===== src/rtl/riscv_configs.sv =====
// rtl/riscv_configs.sv - shared RISC-V opcodes, sequencer state encodings and datapath mux selects
package riscv_configs;

  localparam logic [6:0] OP_LOAD    = 7'h03;
  localparam logic [6:0] OP_STORE   = 7'h23;
  localparam logic [6:0] OP_BRANCH  = 7'h63;
  localparam logic [6:0] OP_JAL     = 7'h6F;
  localparam logic [6:0] OP_JALR    = 7'h67;
  localparam logic [6:0] OP_ALU     = 7'h33;
  localparam logic [6:0] OP_ALU_IMM = 7'h13;
  localparam logic [6:0] OP_LUI     = 7'h37;
  localparam logic [6:0] OP_AUIPC   = 7'h17;

  typedef enum logic [2:0] {
    ST_FETCH  = 3'd0,
    ST_DECODE = 3'd1,
    ST_EXEC   = 3'd2,
    ST_MEM    = 3'd3,
    ST_WB     = 3'd4
  } state_e;

  localparam logic [1:0] PC_SRC_PLUS4 = 2'd0;
  localparam logic [1:0] PC_SRC_IMM   = 2'd1;
  localparam logic [1:0] PC_SRC_ALU   = 2'd2;

  localparam logic [1:0] ALU_A_RS1    = 2'd0;
  localparam logic [1:0] ALU_A_OLD_PC = 2'd1;
  localparam logic [1:0] ALU_A_ZERO   = 2'd2;

  localparam logic [1:0] ALU_B_RS2    = 2'd0;
  localparam logic [1:0] ALU_B_IMM    = 2'd1;

  localparam logic [1:0] RES_ALU      = 2'd0;
  localparam logic [1:0] RES_MEM      = 2'd1;
  localparam logic [1:0] RES_PC4      = 2'd2;

  typedef enum logic [3:0] {
    CLS_ILLEGAL,
    CLS_LOAD,
    CLS_STORE,
    CLS_BRANCH,
    CLS_JAL,
    CLS_JALR,
    CLS_ALU,
    CLS_ALU_IMM,
    CLS_LUI,
    CLS_AUIPC
  } op_class_e;

  function automatic op_class_e decode_op(input logic [6:0] op);
    op_class_e cls;
    case (op)
      OP_LOAD:    cls = CLS_LOAD;
      OP_STORE:   cls = CLS_STORE;
      OP_BRANCH:  cls = CLS_BRANCH;
      OP_JAL:     cls = CLS_JAL;
      OP_JALR:    cls = CLS_JALR;
      OP_ALU:     cls = CLS_ALU;
      OP_ALU_IMM: cls = CLS_ALU_IMM;
      OP_LUI:     cls = CLS_LUI;
      OP_AUIPC:   cls = CLS_AUIPC;
      default:    cls = CLS_ILLEGAL;
    endcase
    return cls;
  endfunction

endpackage


===== src/rtl/riscv_perf_cnt.sv =====
// rtl/riscv_perf_cnt.sv - free-running cycle and retired-instruction counters, wrapping at 2^32
module riscv_perf_cnt (
  input  logic        i_clk,
  input  logic        i_rstn,
  input  logic        i_retire,
  output logic [31:0] o_cycle_cnt,
  output logic [31:0] o_instret_cnt
);

  always_ff @(posedge i_clk or negedge i_rstn) begin
    if (!i_rstn) begin
      o_cycle_cnt   <= 32'd0;
      o_instret_cnt <= 32'd0;
    end else begin
      o_cycle_cnt <= o_cycle_cnt + 32'd1;
      if (i_retire) begin
        o_instret_cnt <= o_instret_cnt + 32'd1;
      end
    end
  end

endmodule


===== src/rtl/riscv_mc_sequencer.sv =====
// rtl/riscv_mc_sequencer.sv - multi-cycle RV32I control FSM; RISCV_MC_PERF_CNT_EN adds cycle/instret counters
module riscv_mc_sequencer
  import riscv_configs::*;
(
  input  logic        i_clk,
  input  logic        i_rstn,
  input  logic [6:0]  i_op,
  input  logic [2:0]  i_funct3,
  input  logic        i_take_branch,
  input  logic        i_imem_ack,
  input  logic        i_dmem_ack,
  output logic        o_imem_req,
  output logic        o_dmem_req,
  output logic        o_dmem_we,
  output logic        o_ir_wr,
  output logic        o_pc_wr,
  output logic        o_reg_wr,
  output logic [1:0]  o_pc_src,
  output logic [1:0]  o_alu_src_a,
  output logic [1:0]  o_alu_src_b,
  output logic [1:0]  o_result_src,
  output logic        o_illegal,
  output logic [2:0]  o_state
`ifdef RISCV_MC_PERF_CNT_EN
  ,
  output logic [31:0] o_cycle_cnt,
  output logic [31:0] o_instret_cnt
`endif
);

  state_e    state;
  state_e    next_state;
  op_class_e cls;

  logic       imem_req_c;
  logic       dmem_req_c;
  logic       dmem_we_c;
  logic       ir_wr_c;
  logic       pc_wr_c;
  logic       reg_wr_c;
  logic       illegal_c;
  logic [1:0] pc_src_c;
  logic [1:0] alu_src_a_c;
  logic [1:0] alu_src_b_c;
  logic [1:0] result_src_c;

  // The step sequence depends only on the opcode; funct3 is consumed by the ALU decoder.
  logic unused_funct3;
  assign unused_funct3 = ^i_funct3;

  assign cls = decode_op(i_op);

  always_ff @(posedge i_clk or negedge i_rstn) begin
    if (!i_rstn) begin
      state <= ST_FETCH;
    end else begin
      state <= next_state;
    end
  end

  always_comb begin
    next_state   = state;
    imem_req_c   = 1'b0;
    dmem_req_c   = 1'b0;
    dmem_we_c    = 1'b0;
    ir_wr_c      = 1'b0;
    pc_wr_c      = 1'b0;
    reg_wr_c     = 1'b0;
    illegal_c    = 1'b0;
    pc_src_c     = PC_SRC_PLUS4;
    alu_src_a_c  = ALU_A_RS1;
    alu_src_b_c  = ALU_B_RS2;
    result_src_c = RES_ALU;

    case (state)
      ST_FETCH: begin
        imem_req_c = 1'b1;
        if (i_imem_ack) begin
          ir_wr_c    = 1'b1;
          pc_wr_c    = 1'b1;
          next_state = ST_DECODE;
        end
      end

      ST_DECODE: begin
        if (cls == CLS_ILLEGAL) begin
          illegal_c  = 1'b1;
          next_state = ST_FETCH;
        end else begin
          next_state = ST_EXEC;
        end
      end

      ST_EXEC: begin
        next_state = ST_WB;
        case (cls)
          CLS_LOAD, CLS_STORE: begin
            alu_src_b_c = ALU_B_IMM;
            next_state  = ST_MEM;
          end
          CLS_BRANCH: begin
            pc_wr_c    = i_take_branch;
            pc_src_c   = PC_SRC_IMM;
            next_state = ST_FETCH;
          end
          CLS_JAL: begin
            pc_wr_c  = 1'b1;
            pc_src_c = PC_SRC_IMM;
          end
          CLS_JALR: begin
            alu_src_b_c = ALU_B_IMM;
            pc_wr_c     = 1'b1;
            pc_src_c    = PC_SRC_ALU;
          end
          CLS_ALU_IMM: begin
            alu_src_b_c = ALU_B_IMM;
          end
          CLS_LUI: begin
            alu_src_a_c = ALU_A_ZERO;
            alu_src_b_c = ALU_B_IMM;
          end
          CLS_AUIPC: begin
            alu_src_a_c = ALU_A_OLD_PC;
            alu_src_b_c = ALU_B_IMM;
          end
          CLS_ALU: begin
            next_state = ST_WB;
          end
          default: begin
            next_state = ST_FETCH;
          end
        endcase
      end

      ST_MEM: begin
        dmem_req_c = 1'b1;
        dmem_we_c  = (cls == CLS_STORE);
        if (i_dmem_ack) begin
          next_state = (cls == CLS_STORE) ? ST_FETCH : ST_WB;
        end
      end

      ST_WB: begin
        reg_wr_c   = 1'b1;
        next_state = ST_FETCH;
        case (cls)
          CLS_LOAD:          result_src_c = RES_MEM;
          CLS_JAL, CLS_JALR: result_src_c = RES_PC4;
          default:           result_src_c = RES_ALU;
        endcase
      end

      default: begin
        next_state = ST_FETCH;
      end
    endcase
  end

  // Outputs are masked by reset so a pending request drops the moment reset asserts.
  assign o_imem_req   = i_rstn & imem_req_c;
  assign o_dmem_req   = i_rstn & dmem_req_c;
  assign o_dmem_we    = i_rstn & dmem_we_c;
  assign o_ir_wr      = i_rstn & ir_wr_c;
  assign o_pc_wr      = i_rstn & pc_wr_c;
  assign o_reg_wr     = i_rstn & reg_wr_c;
  assign o_illegal    = i_rstn & illegal_c;
  assign o_pc_src     = {2{i_rstn}} & pc_src_c;
  assign o_alu_src_a  = {2{i_rstn}} & alu_src_a_c;
  assign o_alu_src_b  = {2{i_rstn}} & alu_src_b_c;
  assign o_result_src = {2{i_rstn}} & result_src_c;
  assign o_state      = state;

`ifdef RISCV_MC_PERF_CNT_EN
  logic retire;

  // Retirement is any return to FETCH except the illegal-opcode abort out of DECODE.
  assign retire = (state != ST_FETCH) && (state != ST_DECODE) && (next_state == ST_FETCH);

  riscv_perf_cnt u_perf_cnt (
    .i_clk         (i_clk),
    .i_rstn        (i_rstn),
    .i_retire      (retire),
    .o_cycle_cnt   (o_cycle_cnt),
    .o_instret_cnt (o_instret_cnt)
  );
`endif

endmodule


===== config.mk =====
export PLATFORM = sky130hd
export DESIGN_NAME = riscv_mc_sequencer
export DESIGN_NICKNAME = d
export VERILOG_FILES = /design/src/rtl/riscv_configs.sv /design/src/rtl/riscv_perf_cnt.sv /design/src/rtl/riscv_mc_sequencer.sv
export SDC_FILE = /design/constraint.sdc
export NUM_CORES = 1
export LEC_CHECK = 0
export CORE_AREA = 2 2 39 41
export CTS_BUF_LIST = sky130_fd_sc_hd__clkbuf_16
export DETAILED_ROUTE_END_ITERATION = 10
export DIE_AREA = 0 0 41 43
export MAX_ROUTING_LAYER = met4
export PLACE_DENSITY = 0.76
export SYNTH_ARGS = -nofsm -noshare
export SYNTH_HDL_FRONTEND = slang
export SYNTH_SLANG_ARGS = --single-unit

===== constraint.sdc =====
create_clock -name i_clk -period 3.3 [get_ports i_clk]
set_input_delay 0.495 -clock i_clk [delete_from_list [all_inputs] [get_ports i_clk]]
set_output_delay 0.495 -clock i_clk [all_outputs]
set_load 0.02 [all_outputs]

* Yosys cells after proc, flatten, opt, wreduce, memory -nomap -nowiden
Index checks and enable logic that the tools add are counted.
** Word-level totals
- Flip-flop bits (word level) :: 3
- Output and inout port bits :: 18
- Logic and storage cells :: 69
** Cells by class
- Equality and inequality tests :: 24
- Muxes and demuxes :: 25
- Bitwise logic cells :: 11
- Reductions and logical operators :: 8
** Operators with widths (number)
- 4-bit one-hot mux with 9 select lines :: 1
- 7-bit by 6-bit == test with 1-bit output (second input constant) :: 3
- 7-bit == test (second input constant) :: 3
- 4-bit by 3-bit == test with 1-bit output (second input constant) :: 4
- 7-bit by 5-bit == test with 1-bit output (second input constant) :: 2
- 2-bit one-hot mux with 2 select lines :: 3
- 3-bit one-hot mux with 4 select lines :: 1
- 6-bit OR reduction :: 2
- 1-bit 2-to-1 mux :: 10
- 3-bit 2-to-1 mux :: 3
- 2-bit AND :: 4
- 4-bit by 2-bit == test with 1-bit output (second input constant) :: 2
- 4-bit == test (second input constant) :: 2
- 2-bit 2-to-1 mux :: 4
- 1-bit AND :: 7
- 7-bit by 2-bit == test with 1-bit output (second input constant) :: 1
- 3-bit by 2-bit == test with 1-bit output (second input constant) :: 2
- 3-bit one-hot mux with 2 select lines :: 1
- 2-bit OR reduction :: 3
- 4-bit by 1-bit == test with 1-bit output (second input constant) :: 1
- 4-bit logical NOT :: 1
- 2-bit != test (second input constant) :: 2
- 1-bit one-hot mux with 2 select lines :: 2
- 3-bit by 1-bit == test with 1-bit output (second input constant) :: 1
- 3 further kinds :: 3

* Depth between registers and ports, before layout
- Depth in word-level cells :: 7
- Mapped depth :: 5

* Worst setup path after synthesis
OpenSTA, ideal clock, no wires.
- Path type :: flip-flop to output port
- From :: register state[2], in the netlist o_state[2]
- To :: output o_alu_src_a[0]
- Arrival :: 1.719 ns
- Path slack :: 1.086 ns
- Cell stages (with the launch flop) :: 5
- Path through :: dfrtp_1 -> nor2b_1 -> nor2b_1 -> nand3_1 -> nor4_1
** Between the ends
- Longest elaborated chain between the ends :: 3
** RTL lines
- start, declared :: RTL line riscv_mc_sequencer.sv:31 : state_e state;
- start signal, assigned :: RTL line riscv_mc_sequencer.sv:57 : state <= next_state;
- 3-bit by 2-bit == test with 1-bit output :: RTL line riscv_mc_sequencer.sv:75 : case (state)
- 2-bit 2-to-1 mux :: RTL line riscv_mc_sequencer.sv:75
- 2-bit AND :: RTL line riscv_mc_sequencer.sv:168 : assign o_alu_src_a = {2{i_rstn}} & alu_src_a_c;
- end, declared :: RTL line riscv_mc_sequencer.sv:19 : output logic [1:0] o_alu_src_a,
No other way between the ends.

* Worst setup path after layout
- From :: input i_rstn
- To :: output o_alu_src_a[1]
** Between the ends
- Longest elaborated chain between the ends :: 1
** RTL lines
- start, declared :: RTL line riscv_mc_sequencer.sv:6 : input logic i_rstn,
- 2-bit AND :: RTL line riscv_mc_sequencer.sv:168
No other way between the ends.

==> results.json <==
{
  "cp_max_fo": 5,
  "cts_root_buf": "clkbuf_16",
  "p_per_area_mw_per_mm2": 582,
  "avgRoutedWirePerCell_um": 11.1,
  "grt_pass1_wl_um": 1910,
  "slowest_delay_ns": 0.65,
  "finalNetCount": 108,
  "place.detailed.hpwl_um": 929,
  "synth-edff-count": 0,
  "cp-startpoint": "i_rstn",
  "fill_cells": 132,
  "cts_tree": "done",
  "antenna_cells": 0,
  "postPlaceCellArea_sq_um": 708,
  "grt_max_degree": 15,
  "period_share": 0.912,
  "yosys_warnings": 0,
  "slew_violations": 0,
  "dp_slack_ns": 0.274,
  "register_area_sq_um": 75.1,
  "ys_top_cells_by_count": "7 x nor2_1, 5 x a21oi_1, 5 x nand2b_1",
  "crit_type": "primary input to output pin",
  "row_count": 14,
  "required_ns": 2.80,
  "r2r_end": "o_state[0]",
  "synth_area_sq_um": 413,
  "holdWs_ns": 0.473,
  "p_leak_nw": 0.311,
  "yosys.cell_count.top_type": "nor2_1",
  "grt_pass1_vias": 482,
  "vdd_drop_max_mv": 0.498,
  "ys_seq_elements": 3,
  "fin_skew_ns": 0.000505,
  "drive_gt1_frac": 0.0652,
  "die_x_um": 41,
  "fp.dieH_um": 43,
  "fin_crit_ns": 3.01,
  "design_area_sq_um": 787,
  "drt_iter0_markers": 4,
  "cts_resized": 0,
  "cts_num_sinks": 3,
  "power.total_mw": 0.458,
  "largest_reg_flops": 3,
  "die_area_sq_mm": 0.00176,
  "final_util": 0.569,
  "finalSetupTns_ns": 0,
  "clkTransAtPathRegs_ns": 0.03,
  "drc_errors": 0,
  "stdcell_count": 108,
  "cp_slowest_cell": "clkdlybuf4s50_1",
  "path_cells": "clkdlybuf4s50_1, nor2b_1, nor2b_1, nand3_1, nor4_1, clkdlybuf4s50_1",
  "hold_viol_final": 0,
  "syn-instance-count": 62,
  "r2r_cells": 4,
  "postRouteAntennaNets": 0,
  "seq_area_frac_synth": 0.182,
  "wl_um": 1200,
  "clk_latency_ns": 0.22,
  "avgSynthCellArea_sq_um": 6.66,
  "outcome": "finished clean",
  "start_util": 0.298,
  "rsz0062_at_grt": "false",
  "placed_cells": 104,
  "ctsHoldBuffers": 0,
  "synth_top_area_cell": "dfrtp_1",
  "hold_class": "primary input to async pin",
  "grt.overflow.total": 0,
  "cts.htree.levels": 1,
  "drv_cap": 0,
  "cts_max_path_buffers": 2,
  "place_congestion": 0.752,
  "synth_fp_nets": 77,
  "numCtsBuffers": 3,
  "post_cts_buffers": 0,
  "setup_viol": 0,
  "yosys-top-cells-area": "dfrtp_1 18%, nand2b_1 7.6%, nor2_1 6.4%, a21oi_1 6.1%, nor4_1 6.1%",
  "synthFlopType": "dfrtp_1",
  "viasPerCell": 5.15,
  "antenna_found_initial": 0,
  "r2r_start": "o_state[1]",
  "ys_types": 27,
  "fmax_mhz": 332,
  "multi_input_area_sq_um": 303,
  "portBuffers": 28,
  "reg2reg_slack_ns": 2.17,
  "cp-start-kind": "primary input",
  "crit_arrival_ns": 2.51,
  "synth_top_area_frac": 0.182,
  "io_pins": 33,
  "first_pass_iters": 4,
  "synth-async-reset-ratio": 1.00,
  "grt.total_usage": 0.160,
  "fin_ws_ns": 0.292,
  "placeableCoreArea_sq_mm": 0.00138,
  "end_kind": "output pin",
  "vias": 556,
  "syn2layout_area_growth_pct": 90.6
}
worst max-delay path, delay by kind of cell:
family,cells,cell delay (ns)
buffers and inverters,2,1.20
and+or+nand+nor,4,0.81
per-layer routing:
metal | wire, um | vias to the layer above | GRT usage
met5 | 0 | - | -
met4 | 21 | 0 | 0.100
met3 | 70 | 2 | 0.0314
met2 | 588 | 17 | 0.238
met1 | 517 | 254 | 0.187
li1 | - | 283 | -
where the power goes:
group / internal (mW) / switching (mW) / total [mW]
registers: 0.0498 / 0.0339 / 0.0837
logic: 0.0947 / 0.0910 / 0.186
clock network: 0.156 / 0.0322 / 0.188
total: 0.301 / 0.157 / 0.458
worst max path at each step:
stage	end	depth (start not counted)
after floorplan	o_alu_src_a[0]	4
after global placement	o_alu_src_a[1]	6
after detailed placement	o_alu_src_a[1]	6
after CTS	o_alu_src_a[1]	6
after global routing	o_alu_src_a[1]	6
final	o_alu_src_a[1]	6
cells by family after synthesis:
family / synth area share
buffers and inverters: 0.0848
AOI/OAI and AO/OA: 0.227
other: 0.00908
xor gates and xnor gates: 0.0212
and+or+nand+nor: 0.476
DFF: 0.182
cells in the final DEF (no fill, tap or decap), types with 2 or more instances in the layout:
cell / netlist / final
clkdlybuf4s50_1: 0 / 28
nor2_1: 7 / 7
inv_1: 4 / 5
nand2b_1: 5 / 5
a21oi_1: 5 / 5
nor4_1: 4 / 4
nand2_1: 4 / 4
nor3_1: 3 / 3
and3_1: 3 / 3
nand3_1: 3 / 3
clkbuf_16: 0 / 3
dfrtp_1: 3 / 3
nand3b_1: 2 / 2
nor2b_1: 2 / 2
a211o_1: 2 / 2
buf_4: 1 / 2
layout make-up:
| class | count | area share |
|---|---|---|
| flip-flops and latches | 3 | 0.0954 |
| inverters | 4 | 0.0191 |
| well taps | 16 | 0.0254 |
| repair buffers | 30 | 0.375 |
| clock inverters | 1 | 0.00477 |
| clock buffers | 3 | 0.0954 |
| multi-input cells | 51 | 0.385 |
No activity file was read; power rests on OpenSTA's default activity.
